File: src/rtl/screen_sequencer.sv
// Game-flow controller: steps title -> alternating trace/message screens -> scoreboard,
// with its own 1 s prescaler, per-screen second counter, start/skip/pause control.
module screen_sequencer #(
  parameter int CYCLES_PER_SEC = 50000000,
  parameter int TITLE_SECS     = 5,
  parameter int TRACE_SECS     = 20,
  parameter int MSG_SECS       = 10,
  parameter int SNITCH_START   = 8,
  parameter int SNITCH_END     = 15
) (
  input  logic        clock,
  input  logic        reset,
  input  logic        start,
  input  logic        skip,
  input  logic        pause,
  input  logic [5:0]  total_screens,
  output logic [4:0]  curr_screen,
  output logic [1:0]  screen_type,
  output logic [5:0]  sec_in_screen,
  output logic [31:0] game_secs,
  output logic        screen_change,
  output logic        snitch_powerup,
  output logic        end_of_game
);

  localparam int PW = $clog2(CYCLES_PER_SEC);
  localparam logic [PW-1:0] PRESC_MAX = PW'(CYCLES_PER_SEC - 1);

  typedef enum logic [2:0] {
    S_IDLE,
    S_TITLE,
    S_TRACE,
    S_MSG,
    S_DONE
  } state_t;

  state_t        state_q, state_d;
  logic [PW-1:0] presc_q, presc_d;
  logic [4:0]    tot_q, tot_d;
  logic [4:0]    curr_q, curr_d;
  logic [1:0]    type_q, type_d;
  logic [5:0]    sec_q, sec_d;
  logic [31:0]   game_q, game_d;
  logic          chg_q, chg_d;
  logic          snitch_q, snitch_d;
  logic          eog_q, eog_d;

  logic          running;
  logic          tick;
  logic          advance;
  logic [5:0]    next_scr;
  logic [4:0]    new_tot;

  function automatic logic [31:0] sat_inc32(input logic [31:0] v);
    return (v == 32'hFFFF_FFFF) ? v : v + 32'd1;
  endfunction

  function automatic logic [4:0] clamp_tot(input logic [5:0] n);
    return n[5] ? 5'd31 : n[4:0];
  endfunction

  function automatic logic [5:0] dur_of(input state_t s);
    case (s)
      S_TITLE: return 6'(TITLE_SECS);
      S_TRACE: return 6'(TRACE_SECS);
      default: return 6'(MSG_SECS);
    endcase
  endfunction

  function automatic logic [1:0] type_of(input state_t s);
    case (s)
      S_TITLE: return 2'd1;
      S_TRACE: return 2'd2;
      S_MSG:   return 2'd3;
      S_DONE:  return 2'd3;
      default: return 2'd0;
    endcase
  endfunction

  always_comb begin
    state_d  = state_q;
    presc_d  = presc_q;
    tot_d    = tot_q;
    curr_d   = curr_q;
    sec_d    = sec_q;
    game_d   = game_q;
    chg_d    = 1'b0;
    running  = (state_q == S_TITLE) || (state_q == S_TRACE) || (state_q == S_MSG);
    tick     = running && !pause && (presc_q == PRESC_MAX);
    advance  = running && !pause && (skip || (tick && (sec_q == dur_of(state_q) - 6'd1)));
    next_scr = {1'b0, curr_q} + 6'd1;
    new_tot  = clamp_tot(total_screens);

    if (!running) begin
      // IDLE and DONE share start handling; a start in DONE begins a fresh game
      if (start) begin
        tot_d   = new_tot;
        curr_d  = 5'd1;
        sec_d   = '0;
        game_d  = '0;
        presc_d = '0;
        chg_d   = 1'b1;
        state_d = (new_tot <= 5'd1) ? S_DONE : S_TITLE;
      end
    end else if (!pause) begin
      presc_d = tick ? '0 : presc_q + PW'(1);
      if (tick) begin
        sec_d  = sec_q + 6'd1;
        game_d = sat_inc32(game_q);
      end
      // A skip coinciding with the final tick still yields a single advance
      if (advance) begin
        presc_d = '0;
        sec_d   = '0;
        chg_d   = 1'b1;
        if (next_scr >= {1'b0, tot_q}) begin
          curr_d  = tot_q;
          state_d = S_DONE;
        end else begin
          curr_d  = next_scr[4:0];
          state_d = next_scr[0] ? S_MSG : S_TRACE;
        end
      end
    end

    type_d   = type_of(state_d);
    eog_d    = (state_d == S_DONE);
    snitch_d = (state_d == S_TRACE) && (sec_d >= 6'(SNITCH_START)) && (sec_d < 6'(SNITCH_END));
  end

  always_ff @(posedge clock or posedge reset) begin
    if (reset) begin
      state_q  <= S_IDLE;
      presc_q  <= '0;
      tot_q    <= '0;
      curr_q   <= '0;
      type_q   <= '0;
      sec_q    <= '0;
      game_q   <= '0;
      chg_q    <= 1'b0;
      snitch_q <= 1'b0;
      eog_q    <= 1'b0;
    end else begin
      state_q  <= state_d;
      presc_q  <= presc_d;
      tot_q    <= tot_d;
      curr_q   <= curr_d;
      type_q   <= type_d;
      sec_q    <= sec_d;
      game_q   <= game_d;
      chg_q    <= chg_d;
      snitch_q <= snitch_d;
      eog_q    <= eog_d;
    end
  end

  assign curr_screen    = curr_q;
  assign screen_type    = type_q;
  assign sec_in_screen  = sec_q;
  assign game_secs      = game_q;
  assign screen_change  = chg_q;
  assign snitch_powerup = snitch_q;
  assign end_of_game    = eog_q;

endmodule
File: config.mk
export PLATFORM = sky130hd
export DESIGN_NAME = screen_sequencer
export DESIGN_NICKNAME = d
export VERILOG_FILES = /design/src/rtl/screen_sequencer.sv
export SDC_FILE = /design/constraint.sdc
export NUM_CORES = 1
export LEC_CHECK = 0
export CAP_MARGIN = 20
export CORE_UTILIZATION = 56
export CTS_CLUSTER_SIZE = 12
export DETAILED_ROUTE_END_ITERATION = 12
export PLACE_DENSITY_LB_ADDON = 0.1
export SYNTH_ARGS = -nofsm -noshare
export SYNTH_HDL_FRONTEND = slang
export SYNTH_SLANG_ARGS = --single-unit
File: constraint.sdc
create_clock -name clock -period 3.9 [get_ports clock]
set_input_delay 0.975 -clock clock [delete_from_list [all_inputs] [get_ports clock]]
set_output_delay 0.975 -clock clock [all_outputs]
set_load 0.01 [all_outputs]
==> flow_metrics.env, run 1 <==
export IMPL_synthFlopType="dfrtp_1"
export IMPL_grt_overflow_total=0
export IMPL_rsz_0062_raised_after_global_routing="false"
export IMPL_cts_inserted_buffers=9
export IMPL_reg2regPathDepth=7
export IMPL_synth_cell_types=56
export IMPL_cell_count_of_the_worst_hold_path=2
export IMPL_worst_skew_pair_late_latency_ns=0.34
export IMPL_setup_viols_final=0
export IMPL_power_density_mw_per_mm2=484
export IMPL_fin_area_mm2=0.00554
export IMPL_post_synth_instance_area_mm2=0.00463
export IMPL_cts_htree_levels=3
export IMPL_post_cts_resize_count=0
export IMPL_num_fill_cells=649
export IMPL_groute_usage_overall_pct=26.4
export IMPL_port_buffers=58
export IMPL_timing_max_transition_violations_final=0
export IMPL_crit_fanout=17
export IMPL_worstSetupStartpointType="flop"
export IMPL_postCtsHoldBufs=0
export IMPL_dr_pass1_iters=4
export IMPL_areaGrowthSynthToFinish_pct=19.5
export IMPL_finalWeightedCongestion=0.897
export IMPL_wl_per_cell_um=15.7
export IMPL_grt_antenna_before_repair=0
export IMPL_max_clock_freq_ghz=0.291
export IMPL_drv_max_cap_violation_count=0
export IMPL_ios=59
export IMPL_worstPathRequired_ns=4.16
export IMPL_critPathCaptureType="flop"
export IMPL_post_route_period_util_pct=88.3
export IMPL_num_vias=4162
export IMPL_die_width_um=92.9
export IMPL_core_area_mm2=0.00785
export IMPL_num_nets_final=602
export IMPL_fin_worst_skew_ns=0.0102
export IMPL_final_setup_worst_slack_ns=0.458
export IMPL_post_synth_inst_count=524
export IMPL_routed_wl_um=10800
export IMPL_power_leakage_nw=2.20
export IMPL_ys_async_sr_fraction_pct=100
export IMPL_die_height_um=92.9
export IMPL_initialDrtViolationCount=252
export IMPL_post_cts_setup_buffers=0
export IMPL_timing_critical_path_max_delay_family="simple AND/OR/NAND/NOR gates"
export IMPL_floorplan_initialDensity_pct=59.0
export IMPL_syn_num_nets=544
export IMPL_synth_seq_area_share_pct=44.3
export IMPL_drc=0
export IMPL_final_layout_size_suffix_gt1_share_pct=6.30
export IMPL_post_place_ws_ns=0.368
export IMPL_diodes=0
export IMPL_tritoncts="done"
export IMPL_netlist_area_leader_share_pct=44.3
export IMPL_number_of_sinks_handled_by_clock_tree_synthesis=82
export IMPL_final_min_clock_period_ns=3.44
export IMPL_pin_count_of_the_biggest_net_entering_global_routing=83
export IMPL_post_synthesis_mean_instance_area_um2=8.84
export IMPL_timing_worst_setup_path_type="flop to flop"
export IMPL_rows=32
export IMPL_yosys_warning_total=0
export IMPL_hpwl_um=7600
export IMPL_path_clk_slew_ns=0.08
export IMPL_critical_path_arrival_ns=3.71
export IMPL_critical_path_depth=7
export IMPL_worst_supply_voltage_drop_on_vdd_mv=0.230
export IMPL_timing_hold_ws_ns=0.518
export IMPL_clockRootBuffer="clkbuf_8"
export IMPL_synth_edf_count=0
export IMPL_place_area_mm2=0.00533
export IMPL_yosys_register_bits=82
export IMPL_status="completed"
export IMPL_synth_cells_most_frequent="dfrtp_1, nand2_1, o21ai_0, nor2_1, nand3_1"
export IMPL_cp_slowest_cell="or4_2"
export IMPL_cp_num_buf_inv=0
export IMPL_grt_pass1_vias=3800
export IMPL_clk_path_buf_depth=2
export IMPL_fin_total_pwr_w=0.00268
export IMPL_setup_total_negative_slack_ns=0
export IMPL_post_drt_via_cell_ratio=6.04
export IMPL_headroom_to_the_max_slew_limit_pct=32.6
export IMPL_most_numerous_cell_in_the_yosys_netlist="dfrtp_1"
export IMPL_cp_cell_sequence="or4_2 -> nor4_1 -> and4_1 -> o31a_1 -> nand4_1 -> or3_1 -> a21oi_1"
export IMPL_floorplan_die_area_mm2=0.00864
export IMPL_max_slew_worst_pin_slew_ns=0.997
export IMPL_synth_top_cell_by_area="dfrtp_1"
export IMPL_critPathMaxStageDelay_ns=0.68
export IMPL_post_synth_main_area_contributors="dfrtp_1, o21ai_0, nand2_1, nor2_1, xnor2_1"
export IMPL_worst_hold_path_type="flop to flop"
export IMPL_first_pass_grt_wire_length_um=18200
export IMPL_ant_nets=0
export IMPL_hold_violations=0
-- per-stage QoR --
step	util [%]	instances
after floorplan	-	524
after global placement	67.9	673
after detailed placement	67.9	673
after CTS	70.6	689
after global routing	70.6	689
final	70.6	689
-- cells by family after synthesis --
logic type / share of synthesized area (%)
buffers and inverters: 3.21
adders and majority gates: 2.43
and+or+nand+nor: 26.6
xor gates and xnor gates: 5.29
muxes: 1.08
AOI/OAI and AO/OA: 17.1
DFF: 44.3
-- worst reg2reg max path, cell delays in order, from the launching register on --
cell,delay [ns]
dfrtp_1,0.46
or4_2,0.68
nor4_1,0.41
and4_1,0.32
o31a_1,0.31
nand4_1,0.51
or3_1,0.53
a21oi_1,0.15
-- per-layer routing --
layer  vias up  track usage, %  part of all wire, %
met5         -               0                    0
met4         0            7.31                 0.91
met3        13            4.43                  5.9
met2       135            42.3                   48
met1      1993            37.1                   46
li1       2021               -                    -
-- area by class of cell --
class                      instances  area, um2  area share, %
multi-input combinational        405       2430           43.9
sequential                        82       2050           37.1
timing repair buffer              64        638           11.5
clock buffer                      12        135           2.44
tap                              102        128           2.31
clock inverter                     4       76.3           1.38
inverter                          20       76.3           1.38
-- power by group --
part | internal, W | switching [W] | leakage (nW)
clock network | 0.000363 | 0.000301 | 0.101
logic | 0.000382 | 0.000582 | 0.984
registers | 0.000945 | 0.000107 | 1.12
-- flip-flops by register name, indices dropped and copies added, names as in the netlist --
register,cells
tot_q,5
presc_q,26
snitch_powerup,1
sec_in_screen,6
screen_change,1
curr_screen,5
screen_type,2
game_secs,32
state_q,3
end_of_game,1
-- placed cells by master (no fill, tap or decap), types with 3 or more instances in the layout --
| cell | count |
|---|---|
| o41ai_1 | 6 |
| nor4_1 | 9 |
| nand4_1 | 18 |
| a22o_1 | 4 |
| clkbuf_1 | 3 |
| buf_4 | 5 |
| nand2_1 | 66 |
| inv_1 | 18 |
| a21oi_1 | 26 |
| or4_4 | 3 |
| mux2i_1 | 5 |
| a211oi_1 | 4 |
| nor3_1 | 13 |
| nor2_1 | 43 |
| and2_1 | 5 |
| clkbuf_8 | 9 |
| xor2_1 | 10 |
| nor3b_1 | 5 |
| ha_1 | 9 |
| o31ai_1 | 6 |
| or3_1 | 11 |
| a31oi_1 | 7 |
| dfrtp_1 | 82 |
| xnor2_1 | 18 |
| o21ai_0 | 60 |
| nand3_1 | 30 |
| clkdlybuf4s50_1 | 58 |
| and4_1 | 6 |
| and3_1 | 3 |
-- path summary, 6_finish.rpt --
check	start	to	slack, ns
setup / recovery	presc_q[8]$_DFFE_PP0P_	game_secs[31]$_DFFE_PP0P_	0.46
hold / removal	tot_q[0]$_DFFE_PP0P_	tot_q[0]$_DFFE_PP0P_	0.52
setup reg to reg	presc_q[8]$_DFFE_PP0P_	game_secs[31]$_DFFE_PP0P_	0.46
hold reg to reg	tot_q[0]$_DFFE_PP0P_	tot_q[0]$_DFFE_PP0P_	0.52
max in group asynchronous	reset	sec_in_screen[2]$_DFF_PP0_	2.53
min in group asynchronous	reset	game_secs[14]$_DFFE_PP0P_	1.04
(Power assumes the default switching activity.)
==> run 2: changes to the inputs <==
--- a/config.mk
+++ b/config.mk
@@ -9,7 +9,9 @@
 export CORE_UTILIZATION = 56
 export CTS_CLUSTER_SIZE = 12
 export DETAILED_ROUTE_END_ITERATION = 12
-export PLACE_DENSITY_LB_ADDON = 0.1
+export MAX_ROUTING_LAYER = met4
+export PLACE_DENSITY_LB_ADDON = 0.25
+export REMOVE_ABC_BUFFERS = 1
 export SYNTH_ARGS = -nofsm -noshare
 export SYNTH_HDL_FRONTEND = slang
 export SYNTH_SLANG_ARGS = --single-unit
==> run 2 against run 1 <==
  * Fmax is 1.1% higher
  * Worst hold slack better by 0.0052 ns
  * Flip-flop and latch count stayed put
  * First-iteration DRC count is 24% higher
  * Final cell count is 0.44% higher
  * Largest cell class unchanged
  * Die area stayed put
  * Non-clock buffer count is 3 higher
  * Register-to-register slack better by 0.04 ns
  * Power is 0.85% lower
==> flow_metrics.env, run 2 (synthesis results as in run 1) <==
export IMPL_gr_usage_met1_pct=37.4
export IMPL_post_drt_via_cell_ratio=6.25
export IMPL_met2_usage_pct=45.1
export IMPL_critPathCaptureType="flop"
export IMPL_postCtsHoldBufs=0
export IMPL_fin_worst_skew_ns=0.0120
export IMPL_dr_pass1_iters=5
export IMPL_worst_skew_pair_late_latency_ns=0.36
export IMPL_wl_per_cell_um=16.5
export IMPL_diodes=0
export IMPL_fin_total_pwr_w=0.00266
export IMPL_cp_slowest_cell="or4_2"
export IMPL_grt_pass1_vias=4083
export IMPL_floorplan_die_area_mm2=0.00864
export IMPL_rsz_0062_raised_after_global_routing="false"
export IMPL_floorplan_initialDensity_pct=59.0
export IMPL_layout_common_cells="dfrtp_1, nand2_1, o21ai_0"
export IMPL_post_cts_resize_count=0
export IMPL_power_leakage_nw=2.21
export IMPL_pin_count_of_the_biggest_net_entering_global_routing=38
export IMPL_number_of_sinks_handled_by_clock_tree_synthesis=82
export IMPL_groute_usage_overall_pct=28.7
export IMPL_tritoncts="done"
export IMPL_initialDrtViolationCount=313
export IMPL_port_buffers=58
export IMPL_top_usage_layer="met2"
export IMPL_areaGrowthSynthToFinish_pct=19.6
export IMPL_multi_input_area_mm2=0.00243
export IMPL_hpwl_um=8010
export IMPL_grt_overflow_total=0
export IMPL_globalRouteMet3Util_pct=3.86
export IMPL_crit_fanout=17
export IMPL_area_sequential_mm2=0.00205
export IMPL_power_density_mw_per_mm2=480
export IMPL_drc=0
export IMPL_flip_flop_count_of_the_largest_register_all_copies_and_words_added=32
export IMPL_headroom_to_the_max_slew_limit_pct=40.8
export IMPL_timing_max_transition_violations_final=0
export IMPL_final_layout_size_suffix_gt1_share_pct=7.12
export IMPL_first_pass_grt_wire_length_um=19100
export IMPL_setup_viols_final=0
export IMPL_num_nets_final=605
export IMPL_postLayoutCoreUtil_pct=70.6
export IMPL_grt_antenna_before_repair=0
export IMPL_status="completed"
export IMPL_timing_worst_setup_path_type="flop to flop"
export IMPL_critical_path_arrival_ns=3.69
export IMPL_clockRootBuffer="clkbuf_8"
export IMPL_post_cts_setup_buffers=0
export IMPL_cts_inserted_buffers=9
export IMPL_rows=32
export IMPL_worst_supply_voltage_drop_on_vdd_mv=0.212
export IMPL_finalWeightedCongestion=0.894
export IMPL_num_vias=4323
export IMPL_die_width_um=92.9
export IMPL_routed_wl_um=11400
export IMPL_max_clock_freq_ghz=0.294
export IMPL_drv_max_cap_violation_count=0
export IMPL_post_route_period_util_pct=87.3
export IMPL_ant_nets=0
export IMPL_cts_htree_levels=3
export IMPL_hold_violations=0
export IMPL_die_height_um=92.9
export IMPL_worst_hold_path_type="flop to flop"
export IMPL_path_clk_slew_ns=0.09
export IMPL_final_min_clock_period_ns=3.40
export IMPL_layout_commonest_cell="dfrtp_1"
export IMPL_worstPathRequired_ns=4.18
export IMPL_core_area_mm2=0.00785
export IMPL_clk_path_buf_depth=2
export IMPL_num_fill_cells=624
export IMPL_max_slew_worst_pin_slew_ns=0.884
export IMPL_critPathMaxStageDelay_ns=0.68
export IMPL_setup_total_negative_slack_ns=0
export IMPL_ios=59
export IMPL_worstSetupStartpointType="flop"
export IMPL_timing_hold_ws_ns=0.523
export IMPL_cp_cell_sequence="or4_2 -> nor4_1 -> and4_1 -> o31a_1 -> nand4_1 -> or3_1 -> a21oi_1"
-- run 2: cell count changes in the layout (fill, tap and decap cells not counted), sizes merged --
| cell | change |
|---|---|
| buf | +3 |
| bufinv | -1 |
| clkinvlp | +1 |
-- run 2: worst paths after layout --
kind / to / from / cells after the start / slack (ns)
min: presc_q[17]$_DFFE_PP0P_ / presc_q[17]$_DFFE_PP0P_ / 1 / 0.52
min in group asynchronous: game_secs[31]$_DFFE_PP0P_ / reset / 2 / 0.99
max: game_secs[31]$_DFFE_PP0P_ / presc_q[8]$_DFFE_PP0P_ / 7 / 0.50
max in group asynchronous: presc_q[1]$_DFFE_PP0P_ / reset / 3 / 2.16
max reg2reg: game_secs[31]$_DFFE_PP0P_ / presc_q[8]$_DFFE_PP0P_ / 7 / 0.50
min reg2reg: presc_q[17]$_DFFE_PP0P_ / presc_q[17]$_DFFE_PP0P_ / 1 / 0.52
-- run 2: through the flow --
step / area [um2] / std cells / worst slack [ns]
floorplan: 4560 / 507 / 0.817
global placement: 5340 / 676 / 0.513
detailed placement: 5340 / 676 / 0.289
CTS: 5540 / 692 / 0.481
global route: 5540 / 692 / 0.182
finish: 5540 / 692 / 0.496
-- run 2: worst max-delay path, delay by kind of cell (launching register included) --
family / cells / cell delay, ns
AO/OA/AOI/OAI: 2 / 0.47
flip-flops: 1 / 0.45
AND/OR/NAND/NOR: 5 / 2.40
-- run 2: metal layers --
| metal | vias to the layer above | share of wire, % |
|---|---|---|
| met4 | 0 | 1.5 |
| met1 | 2084 | 44 |
| li1 | 2040 | - |
| met3 | 22 | 5.8 |
| met2 | 177 | 49 |
| met5 | - | 0 |
-- run 2: power breakdown --
group	total (W)	switching, W	internal [W]
sequential	0.00105	0.000109	0.000944
combinational	0.000965	0.000580	0.000385
clock	0.000638	0.000308	0.000330
total	0.00266	0.000998	0.00166
-- run 2: layout make-up --
class | count | area share [%]
Sequential cell | 82 | 37.0
Clock buffer | 12 | 2.80
Inverter | 20 | 1.38
Clock inverter | 4 | 0.903
Tap cell | 102 | 2.30
Timing Repair Buffer | 67 | 11.7
Multi-Input combinational cell | 405 | 43.9
